## config.mk

```make
export PLATFORM = sky130hd
export DESIGN_NAME = stencil_stream_ctrl
export DESIGN_NICKNAME = d
export VERILOG_FILES = /design/src/rtl/stencil_ctrl_pkg.sv /design/src/rtl/stencil_tag_pipe.sv /design/src/rtl/stencil_stream_ctrl.sv
export SDC_FILE = /design/constraint.sdc
export NUM_CORES = 1
export LEC_CHECK = 0
export CORE_UTILIZATION = 40
export DETAILED_ROUTE_END_ITERATION = 6
export GPL_ROUTABILITY_DRIVEN = 1
export PLACE_DENSITY = 0.69
export SETUP_SLACK_MARGIN = 0.1
export SLEW_MARGIN = 0
export SYNTH_ARGS = -nofsm -noshare
export SYNTH_HDL_FRONTEND = slang
export SYNTH_SLANG_ARGS = --single-unit
```

## constraint.sdc

```tcl
create_clock -name clk -period 3.1 [get_ports clk]
set_clock_uncertainty 0.15 [all_clocks]
set_input_delay 0.62 -clock clk [delete_from_list [all_inputs] [get_ports clk]]
set_output_delay 0.62 -clock clk [all_outputs]
set_load 0.01 [all_outputs]
```

## src/rtl/stencil_ctrl_pkg.sv

```systemverilog
// Shared types and defaults for the stencil stream controller and its tag pipe.
package stencil_ctrl_pkg;

    localparam int CNT_W_DEF     = 11;
    localparam int STENCIL_W_DEF = 2;
    localparam int TOTAL_LAT_DEF = 6;

    typedef enum logic [1:0] {
        IDLE  = 2'd0,
        RUN   = 2'd1,
        DRAIN = 2'd2,
        DONE  = 2'd3
    } state_t;

    typedef struct packed {
        logic valid;
        logic last;
    } tag_t;

endpackage

```

## src/rtl/stencil_tag_pipe.sv

```systemverilog
// Enable-gated shift register of {valid,last} tags that shadows the datapath pipeline.
module stencil_tag_pipe
    import stencil_ctrl_pkg::*;
#(
    parameter int DEPTH = TOTAL_LAT_DEF
) (
    input  logic clk,
    input  logic rst,
    input  logic en,
    input  logic tag_in_valid,
    input  logic tag_in_last,
    output logic tag_out_valid,
    output logic tag_out_last,
    output logic empty
);

    tag_t pipe_q [DEPTH];

    always_ff @(posedge clk) begin
        if (rst) begin
            for (int i = 0; i < DEPTH; i++) begin
                pipe_q[i] <= '0;
            end
        end else if (en) begin
            pipe_q[0] <= '{valid: tag_in_valid, last: tag_in_last};
            for (int i = 1; i < DEPTH; i++) begin
                pipe_q[i] <= pipe_q[i-1];
            end
        end
    end

    always_comb begin
        empty = 1'b1;
        for (int i = 0; i < DEPTH; i++) begin
            if (pipe_q[i].valid) begin
                empty = 1'b0;
            end
        end
    end

    assign tag_out_valid = pipe_q[DEPTH-1].valid;
    assign tag_out_last  = pipe_q[DEPTH-1].last;

endmodule

```

## src/rtl/stencil_stream_ctrl.sv

```systemverilog
// Frame sequencer: counts pixels, drives the pipeline clock enable and tags complete windows.
// Handshake: a pixel is taken when in_valid & in_ready; a result leaves when out_valid & pipe_en.
module stencil_stream_ctrl
    import stencil_ctrl_pkg::*;
#(
    parameter int CNT_W     = CNT_W_DEF,
    parameter int STENCIL_W = STENCIL_W_DEF,
    parameter int TOTAL_LAT = TOTAL_LAT_DEF
) (
    input  logic             clk,
    input  logic             rst,
    input  logic             start,
    input  logic [CNT_W-1:0] cfg_width,
    input  logic [CNT_W-1:0] cfg_height,
    output logic             cfg_err,
    output logic             busy,
    output logic             done,
    input  logic             in_valid,
    output logic             in_ready,
    output logic             pipe_en,
    output logic             out_valid,
    input  logic             out_ready,
    output logic             out_last,
    output logic [1:0]       state_dbg
);

    localparam logic [CNT_W-1:0] MIN_W   = CNT_W'(STENCIL_W);
    localparam logic [CNT_W-1:0] X_FIRST = CNT_W'(STENCIL_W - 1);
    localparam logic [CNT_W-1:0] ONE     = CNT_W'(1);

    state_t           state_q, state_d;
    logic [CNT_W-1:0] x_q, y_q, w_q, h_q;
    logic             cfg_err_q;
    logic             stall, accept, cfg_ok, x_last, y_last;
    logic             tag_in_valid, tag_in_last, tag_empty;

    assign stall  = out_valid & ~out_ready;
    assign accept = in_valid & in_ready;
    assign cfg_ok = (cfg_width >= MIN_W) && (cfg_height >= ONE);
    assign x_last = (x_q == w_q - ONE);
    assign y_last = (y_q == h_q - ONE);

    // Column positions left of a full window carry a bubble tag.
    assign tag_in_valid = (state_q == RUN) && (x_q >= X_FIRST);
    assign tag_in_last  = (state_q == RUN) && x_last && y_last;

    always_comb begin
        state_d  = state_q;
        in_ready = 1'b0;
        pipe_en  = 1'b0;
        busy     = 1'b0;
        done     = 1'b0;
        case (state_q)
            IDLE: begin
                if (start && cfg_ok) state_d = RUN;
            end
            RUN: begin
                busy     = 1'b1;
                in_ready = ~stall;
                pipe_en  = accept;
                if (accept && x_last && y_last) state_d = DRAIN;
            end
            DRAIN: begin
                busy    = 1'b1;
                pipe_en = ~stall;
                // Leave as soon as the final result transfers, so done follows it directly.
                if (tag_empty || (out_valid && out_last && pipe_en)) state_d = DONE;
            end
            DONE: begin
                done    = 1'b1;
                state_d = IDLE;
            end
            default: state_d = IDLE;
        endcase
    end

    always_ff @(posedge clk) begin
        if (rst) begin
            state_q   <= IDLE;
            x_q       <= '0;
            y_q       <= '0;
            w_q       <= '0;
            h_q       <= '0;
            cfg_err_q <= 1'b0;
        end else begin
            state_q   <= state_d;
            cfg_err_q <= (state_q == IDLE) && start && !cfg_ok;
            if ((state_q == IDLE) && start && cfg_ok) begin
                w_q <= cfg_width;
                h_q <= cfg_height;
                x_q <= '0;
                y_q <= '0;
            end else if (accept) begin
                if (x_last) begin
                    x_q <= '0;
                    y_q <= y_q + ONE;
                end else begin
                    x_q <= x_q + ONE;
                end
            end
        end
    end

    stencil_tag_pipe #(
        .DEPTH(TOTAL_LAT)
    ) u_tag_pipe (
        .clk          (clk),
        .rst          (rst),
        .en           (pipe_en),
        .tag_in_valid (tag_in_valid),
        .tag_in_last  (tag_in_last),
        .tag_out_valid(out_valid),
        .tag_out_last (out_last),
        .empty        (tag_empty)
    );

    assign cfg_err   = cfg_err_q;
    assign state_dbg = state_q;

endmodule

```

[Word-level counts from Yosys, hierarchy flattened]
Memory sizes are Yosys's and may differ from the RTL's.
Cells that the tools add are included.
Storage, ports and cells
  bits in registers: 47
  memory bits (writable): 12
  input bits: 27
  output and inout bits: 9
  word-level logic and storage cells: 77
  memories: 1
Operators by class
  $add $sub $neg: 4
  order comparisons: 3
  eq/ne operators: 8
  mux-type cells: 26
  bitwise gates (word level): 10
  reductions and logical operators: 19
Memories
  u_tag_pipe.pipe_q: depth 6, bits a word 2, rd ports 6, clocked after memory_dff 0, wr ports 6, RTL line stencil_tag_pipe.sv:17  | tag_t pipe_q [DEPTH];
Operators by type and width (number)
  $add 11x1->11 const B: 2
  $eq 11x11->1: 2
  $ge 11x1->1 const B: 2
  $sub 11x1->11 const B: 2
  $mux 2: 9
  $mux 1: 14
  $logic_and 1x1->1: 12
  $ge 11x2->1 const B: 1
  $mux 11: 1
  $pmux 2 s4: 1
  $or 1x1->1: 6
  $eq 2x2->1 const B: 2
  $ne 2x2->1 const B: 2
  $reduce_or 2->1: 2
  $reduce_and 3->1: 1
  $and 1x1->1: 2
  $eq 2x1->1 const B: 1
  $logic_not 2->1: 1
  $ne 2x1->1 const B: 1
  $not 1->1: 2
  $pmux 1 s2: 1
  $reduce_and 2->1: 1
  $logic_not 1->1: 1
  $logic_or 1x1->1: 1

[Logic depth before layout (Yosys ltp)]
Gate-level depths: netlist of run 1.
  depth in word-level cells: 10
  gate-level depth with buffers: 12

[Hierarchy]
A second synthesis of run 1 with hierarchy kept.
Second synthesis, totals
  cells, all modules: 403
  area, all modules: 3523.4 um^2
By module, submodules not included
  stencil_stream_ctrl: instances 1, cells each 374, area each 3049.2 um^2, sequential area each 940.9 um^2
  stencil_tag_pipe: instances 1, cells each 29, area each 474.2 um^2, sequential area each 360.3 um^2

[Worst setup path before layout of run 1]
OpenSTA, ideal clock, no wires.
  path type: register -> register
  from: reg h_q[0]
  to: reg state_q[1], in the netlist state_dbg[1]
  setup time: 0.072 ns
  arrival time: 2.775 ns
  slack: 0.103 ns
  cell stages (with the launch flop): 11
  path buffers: 1
  path through: dfxtp_1 -> inv_1 -> ha_1 -> or3b_1 -> clkbuf_1 -> or3_1 -> xnor2_1 -> or4_1 -> a2111o_1 -> a211oi_2 -> mux2i_1
Between the ends
  cells in the longest elaborated chain, start to end: 5
Ends and longest elaborated chain
  start: declaration: RTL line stencil_stream_ctrl.sv:32  | logic [CNT_W-1:0] x_q, y_q, w_q, h_q;
  start signal: assignment: RTL line stencil_stream_ctrl.sv:90  | h_q <= cfg_height;
  $sub 11x1->11: RTL line stencil_stream_ctrl.sv:41  | assign y_last = (y_q == h_q - ONE);
  $eq 11x11->1: RTL line stencil_stream_ctrl.sv:41
  $logic_and 1x1->1: RTL line stencil_stream_ctrl.sv:61  | if (accept && x_last && y_last) state_d = DRAIN;
  $ne 2x1->1 (no source line)
  $reduce_and 3->1 (no source line)
  end signal: assignment: RTL line stencil_stream_ctrl.sv:86  | state_q <= state_d;
  end: declaration: RTL line stencil_stream_ctrl.sv:31  | state_t state_q, state_d;
Every way passes these cells.
A chain may end at the register's enable or synchronous reset.

[Worst setup path after layout of run 1]
  from: reg w_q[4]
  to: reg y_q[10]
Between the ends
  cells in the longest elaborated chain, start to end: 3
Ends and longest elaborated chain
  start: declaration: RTL line stencil_stream_ctrl.sv:32
  start signal: assignment: RTL line stencil_stream_ctrl.sv:89  | w_q <= cfg_width;
  $sub 11x1->11: RTL line stencil_stream_ctrl.sv:40  | assign x_last = (x_q == w_q - ONE);
  $eq 11x11->1: RTL line stencil_stream_ctrl.sv:40
  $reduce_and 2->1 (no source line)
  end signal: assignment: RTL line stencil_stream_ctrl.sv:96  | y_q <= y_q + ONE;
  end: declaration: RTL line stencil_stream_ctrl.sv:32
Every way passes these cells.

==> flow_metrics.env, run 1 <==
export IMPL_status="complete, no violations"
export IMPL_grt_first_pass_wirelength_um=13400
export IMPL_cts_root_buf="clkbuf_8"
export IMPL_slowest_delay_ns=0.56
export IMPL_chipHeight_um=94.3
export IMPL_power_internal_mw=2.00
export IMPL_swShare_pct=32.6
export IMPL_area_delta_synth_final_pct=25.6
export IMPL_vias=2994
export IMPL_setup_violations=0
export IMPL_overflow=0
export IMPL_drv_cap=0
export IMPL_yosysWarnings=0
export IMPL_p_sw_mw=0.967
export IMPL_yosys_top_cells_count="55 x nor2_1, 47 x dfxtp_1, 27 x mux2i_1"
export IMPL_cts_htree_levels=3
export IMPL_avgSynthCellArea_um2=8.92
export IMPL_coreArea_um2=8220
export IMPL_drive_gt1_share_pct=13.9
export IMPL_synthTopCellsByArea="dfxtp_1 28%, edfxtp_1 11%, mux2i_1 7.9%, xnor2_1 6.7%, nor2_1 6.1%"
export IMPL_antenna_found_initial=0
export IMPL_ir_drop_uv=351
export IMPL_worstHoldPathType="register to register"
export IMPL_cp_top_family="simple AND/OR/NAND/NOR gates"
export IMPL_synthCells=382
export IMPL_gp_congestion=0.845
export IMPL_cts_buffers=9
export IMPL_cp_max_fo=7
export IMPL_dr_pass1_iters=4
export IMPL_finalPower_mw=2.97
export IMPL_tightest_slew_ns=0.716
export IMPL_crit_chain="or4_1 > or4_4 > a211oi_2 > o2111a_2 > nand4_4 > nor4_2 > mux2i_1"
export IMPL_ys_seq_area_share_pct=38.2
export IMPL_clk_path_buf_depth=2
export IMPL_synth_top_area_share_pct=27.6
export IMPL_ys_flop_type="dfxtp_1"
export IMPL_syn_num_nets=418
export IMPL_drv_slew=0
export IMPL_worstPathRequired_ns=3.23
export IMPL_post_route_drc_count=0
export IMPL_cts_tree="done"
export IMPL_floorplan_initialDensity_pct=41.5
export IMPL_fin_crit_ns=2.89
export IMPL_critical_path_class="register to register"
export IMPL_routedWlPerCell_um=15.2
export IMPL_leakagePower_nw=1.69
export IMPL_maxSlewHeadroom_pct=51.8
export IMPL_yosysMostFrequentCell="nor2_1"
export IMPL_rows=33
export IMPL_reg2reg_slack_ns=0.21
export IMPL_hold_viol=0
export IMPL_drtIter0Drc=172
export IMPL_die_area_um2=8890
export IMPL_grt_max_degree=25
export IMPL_crit_buf_inv=0
export IMPL_clk_latency_ns=0.35
export IMPL_drt_total_wl_um=8150
export IMPL_grt_setup_unrepaired="yes"
export IMPL_synth_seq_cells=59
export IMPL_fmax_mhz=346
export IMPL_power_frac_clock_pct=30.6
export IMPL_netlist_area_um2=3410
export IMPL_powerDensity_nw_per_um2=693
export IMPL_cts_sinks=59
export IMPL_ios=36
export IMPL_antenna_cells=0
export IMPL_power_frac_comb_pct=37.1
export IMPL_sequentialPowerShare_pct=32.3
export IMPL_ys_types=61
export IMPL_crit_path_start_kind="register"
export IMPL_grtUsageTotal_pct=19.8
export IMPL_whs_ns=0.343
export IMPL_portBuffers=35
export IMPL_synth_edf_count=12
export IMPL_first_global_vias=2841
export IMPL_yosys_area_top_type="dfxtp_1"
export IMPL_setup_tns_final_ns=0
export IMPL_clk_pin_slew_ns=0.07
export IMPL_viasPerCell=5.59
export IMPL_ys_async_sr_fraction_pct=0
export IMPL_layout_nets=462
export IMPL_finalCritPeriodShare_pct=93.2
export IMPL_hpwl_um=5850
export IMPL_slowest_stage="or4_1"
export IMPL_arrival_ns=3.02
export IMPL_die_w_um=94.3
export IMPL_route_antenna_remaining_nets=0
export IMPL_crit_path_end_kind="register"
-- tightest hold or removal path, stage by stage (launching register included) --
cell and delay [ns]:
dfxtp_1 0.33, nand2_1 0.06, mux2i_1 0.05
-- logic make-up after synthesis --
| family | share of synthesized area (%) |
|---|---|
| compound gates | 11.0 |
| xor+xnor | 10.0 |
| fa+ha+maj | 3.31 |
| buf+inv | 4.41 |
| flops | 38.2 |
| mux | 7.93 |
| simple gates | 25.1 |
-- placed cells by master, fill, tap and decap left out, types with 3 or more instances in the layout --
master	n
clkbuf_8	11
o31ai_1	3
nor2_1	55
clkdlybuf4s50_1	34
nand3_1	14
buf_4	20
o311ai_1	3
xnor2_1	25
o21ai_0	3
edfxtp_1	12
nor4_2	3
and3_1	12
or4_1	6
nor3_1	9
or2_2	3
ha_1	8
nand2_1	20
nand4_1	6
a31oi_1	5
nand2b_1	6
and2_1	3
mux2i_1	27
or3_1	3
xor2_1	13
dfxtp_1	46
inv_1	14
nor4_1	10
a21oi_1	5
-- flip-flops by register name, indices dropped and copies added, names as in the netlist --
name / flops
u_tag_pipe.pipe_q: 12
w_q: 11
y_q: 11
state_dbg: 2
x_q: 11
h_q: 11
cfg_err: 1
-- power by group through the flow --
stage,sequential [mW],clock [mW],combinational [mW]
floorplan,0.965,0,0.708
global placement,0.971,0,1.02
detailed placement,0.973,0,1.04
CTS,0.957,0.931,1.05
global route,0.971,0.959,1.21
finish,0.958,0.908,1.10
-- final cells by class --
cell class | count | area [µm²]
fill | 750 | 3940
multi-input combinational | 287 | 2020
sequential | 59 | 1310
timing repair buffer | 55 | 503
clock buffer | 14 | 205
tap | 105 | 131
clock inverter | 2 | 60.1
inverter | 14 | 52.6
-- what timing repair did --
action / 4_1_cts / 5_1_grt
buffers inserted: 0 / 1
endpoints found under the setup margin: 0 / 23
endpoints found under the hold margin: 0 / 0
gates resized for setup: 0 / 13
hold buffers: 0 / 0
-- path summary, 6_finish.rpt --
path | startpoint | end | cells past startpoint
max | w_q[4] | y_q[10] | 7
min | y_q[10] | y_q[10] | 2
max reg2reg | w_q[4] | y_q[10] | 7
min reg2reg | y_q[10] | y_q[10] | 2
-- routing by layer --
layer	vias up	wire [µm]	track usage (%)
met4	0	191	10.5
met1	1438	3620	23.2
met2	68	4030	33.9
met5	-	0	0
li1	1474	-	-
met3	14	304	3.72
-- per-stage QoR --
stage                     cells  setup WS (ns)  area [µm²]  utilization [%]
after global routing        536         0.0809        4280             52.1
after global placement      518          0.205        3940             48.0
after CTS                   534          0.111        4210             51.2
after detailed placement    518          0.133        3940             48.0
after floorplan             382          0.103        3410                -
final                       536          0.212        4280             52.1
(Power assumes the default switching activity.)
==> run 2: changes to the inputs <==
- CTS_CLUSTER_SIZE: default -> 8
- SLEW_MARGIN: 0 -> default
- TNS_END_PERCENT: default -> 5
==> flow_metrics.env, run 2 (synthesized netlist as in run 1, its figures left out) <==
export IMPL_status="complete, no violations"
export IMPL_antenna_found_initial=0
export IMPL_dr_pass1_iters=4
export IMPL_hold_viol=0
export IMPL_ir_drop_uv=350
export IMPL_ios=36
export IMPL_coreArea_um2=8220
export IMPL_cts_buffers=9
export IMPL_floorplan_initialDensity_pct=41.5
export IMPL_powerDensity_nw_per_um2=692
export IMPL_crit_path_start_kind="register"
export IMPL_vias=2921
export IMPL_drtIter0Drc=138
export IMPL_setup_tns_final_ns=0
export IMPL_cts_htree_levels=3
export IMPL_min_path_cells=2
export IMPL_viasPerCell=5.47
export IMPL_worstHoldPathType="register to register"
export IMPL_arrival_ns=3.07
export IMPL_die_area_um2=8890
export IMPL_reg2reg_from="h_q[1]"
export IMPL_reg2reg_slack_ns=0.15
export IMPL_cp_max_fo=5
export IMPL_drv_cap=0
export IMPL_cts_sinks=59
export IMPL_cts_tree="done"
export IMPL_min_to="y_q[10]"
export IMPL_top_register="u_tag_pipe.pipe_q"
export IMPL_finalCritPeriodShare_pct=95.0
export IMPL_setup_violations=0
export IMPL_crit_path_end_kind="register"
export IMPL_drt_total_wl_um=7940
export IMPL_drv_slew=0
export IMPL_overflow=0
export IMPL_cts_root_buf="clkbuf_8"
export IMPL_clk_pin_slew_ns=0.07
export IMPL_slowest_delay_ns=0.45
export IMPL_grt_first_pass_wirelength_um=13400
export IMPL_hpwl_um=5850
export IMPL_gp_congestion=0.845
export IMPL_r2r_end="state_dbg[1]"
export IMPL_tightest_slew_ns=0.743
export IMPL_largest_reg_flops=12
export IMPL_chipHeight_um=94.3
export IMPL_critical_path_class="register to register"
export IMPL_drive_gt1_share_pct=12.1
export IMPL_route_antenna_remaining_nets=0
export IMPL_whs_ns=0.344
export IMPL_clk_path_buf_depth=2
export IMPL_maxSlewHeadroom_pct=50.0
export IMPL_routedWlPerCell_um=14.9
export IMPL_rows=33
export IMPL_grt_max_degree=25
export IMPL_worstPathRequired_ns=3.23
export IMPL_fin_crit_ns=2.95
export IMPL_leakagePower_nw=1.65
export IMPL_layout_commonest_cell="nor2_1"
export IMPL_area_delta_synth_final_pct=24.2
export IMPL_cts_setup_buffers=0
export IMPL_fmax_mhz=340
export IMPL_fillers=761
export IMPL_first_global_vias=2841
export IMPL_layout_nets=460
export IMPL_reg2reg_depth=10
export IMPL_slowest_stage="or4_4"
export IMPL_clk_latency_ns=0.34
export IMPL_hold_start="y_q[10]"
export IMPL_antenna_cells=0
export IMPL_die_w_um=94.3
export IMPL_portBuffers=35
export IMPL_grt_setup_unrepaired="yes"
export IMPL_crit_chain="inv_1 > ha_1 > or3b_1 > buf_4 > xnor2_1 > a31oi_1 > or4_4 > a2111o_1 > a211oi_2 > mux2i_1"
export IMPL_layout_common_cells="55 x nor2_1, 47 x dfxtp_1, 35 x clkdlybuf4s50_1"
export IMPL_post_route_drc_count=0
export IMPL_grtUsageTotal_pct=19.8
run 2: power by group:
part / switching (mW) / internal [mW]
sequential: 0.0850 / 0.873
combinational: 0.546 / 0.512
clock: 0.314 / 0.595
total: 0.945 / 1.98
run 2: worst max-delay path by stage:
stage                    from      endpoint
floorplan              h_q[0]  state_dbg[1]
global placement    out_ready       pipe_en
detailed placement     h_q[1]  state_dbg[1]
CTS                    h_q[1]  state_dbg[1]
global route           h_q[1]  state_dbg[0]
finish                 h_q[1]  state_dbg[1]
run 2: stage by stage:
| step | setup WS, ns | cell area (µm²) | power, mW | util, % | instances |
|---|---|---|---|---|---|
| floorplan | 0.103 | 3410 | 1.67 | - | 382 |
| global placement | 0.205 | 3940 | 1.99 | 48.0 | 518 |
| detailed placement | 0.133 | 3940 | 2.02 | 48.0 | 518 |
| CTS | 0.111 | 4210 | 2.94 | 51.2 | 534 |
| global route | 0.0139 | 4230 | 3.10 | 51.5 | 534 |
| finish | 0.155 | 4230 | 2.93 | 51.5 | 534 |
run 2: timing repair:
item / in CTS / in global routing
endpoints found under the setup margin: 0 / 23
resized for setup: 0 / 5
hold buffers: 0 / 0
run 2: cell type report:
cell class / instances / area [µm²] / share of cell area (%)
Multi-Input combinational cell: 286 / 1990 / 47.0
Timing Repair Buffer: 54 / 493 / 11.7
Clock buffer: 14 / 205 / 4.85
Tap cell: 105 / 131 / 3.11
Sequential cell: 59 / 1300 / 30.8
Inverter: 14 / 52.6 / 1.24
Clock inverter: 2 / 60.1 / 1.42
run 2: routing by layer:
layer / GRT usage [%] / vias to the layer above / share of wire (%)
li1: - / 1467 / -
met1: 23.2 / 1396 / 45
met4: 10.5 / 0 / 1.7
met5: 0 / - / 0
met2: 33.9 / 45 / 50
met3: 3.72 / 13 / 2.9
run 2: worst max-delay path: cells and delay by family, from the launching register on:
kind	cells	cell delay [ns]
muxes	1	0.21
xor gates and xnor gates	1	0.15
AOI/OAI and AO/OA	3	0.80
and+or+nand+nor	2	0.83
adders and majority gates	1	0.14
buffers and inverters	2	0.24
DFF	1	0.35
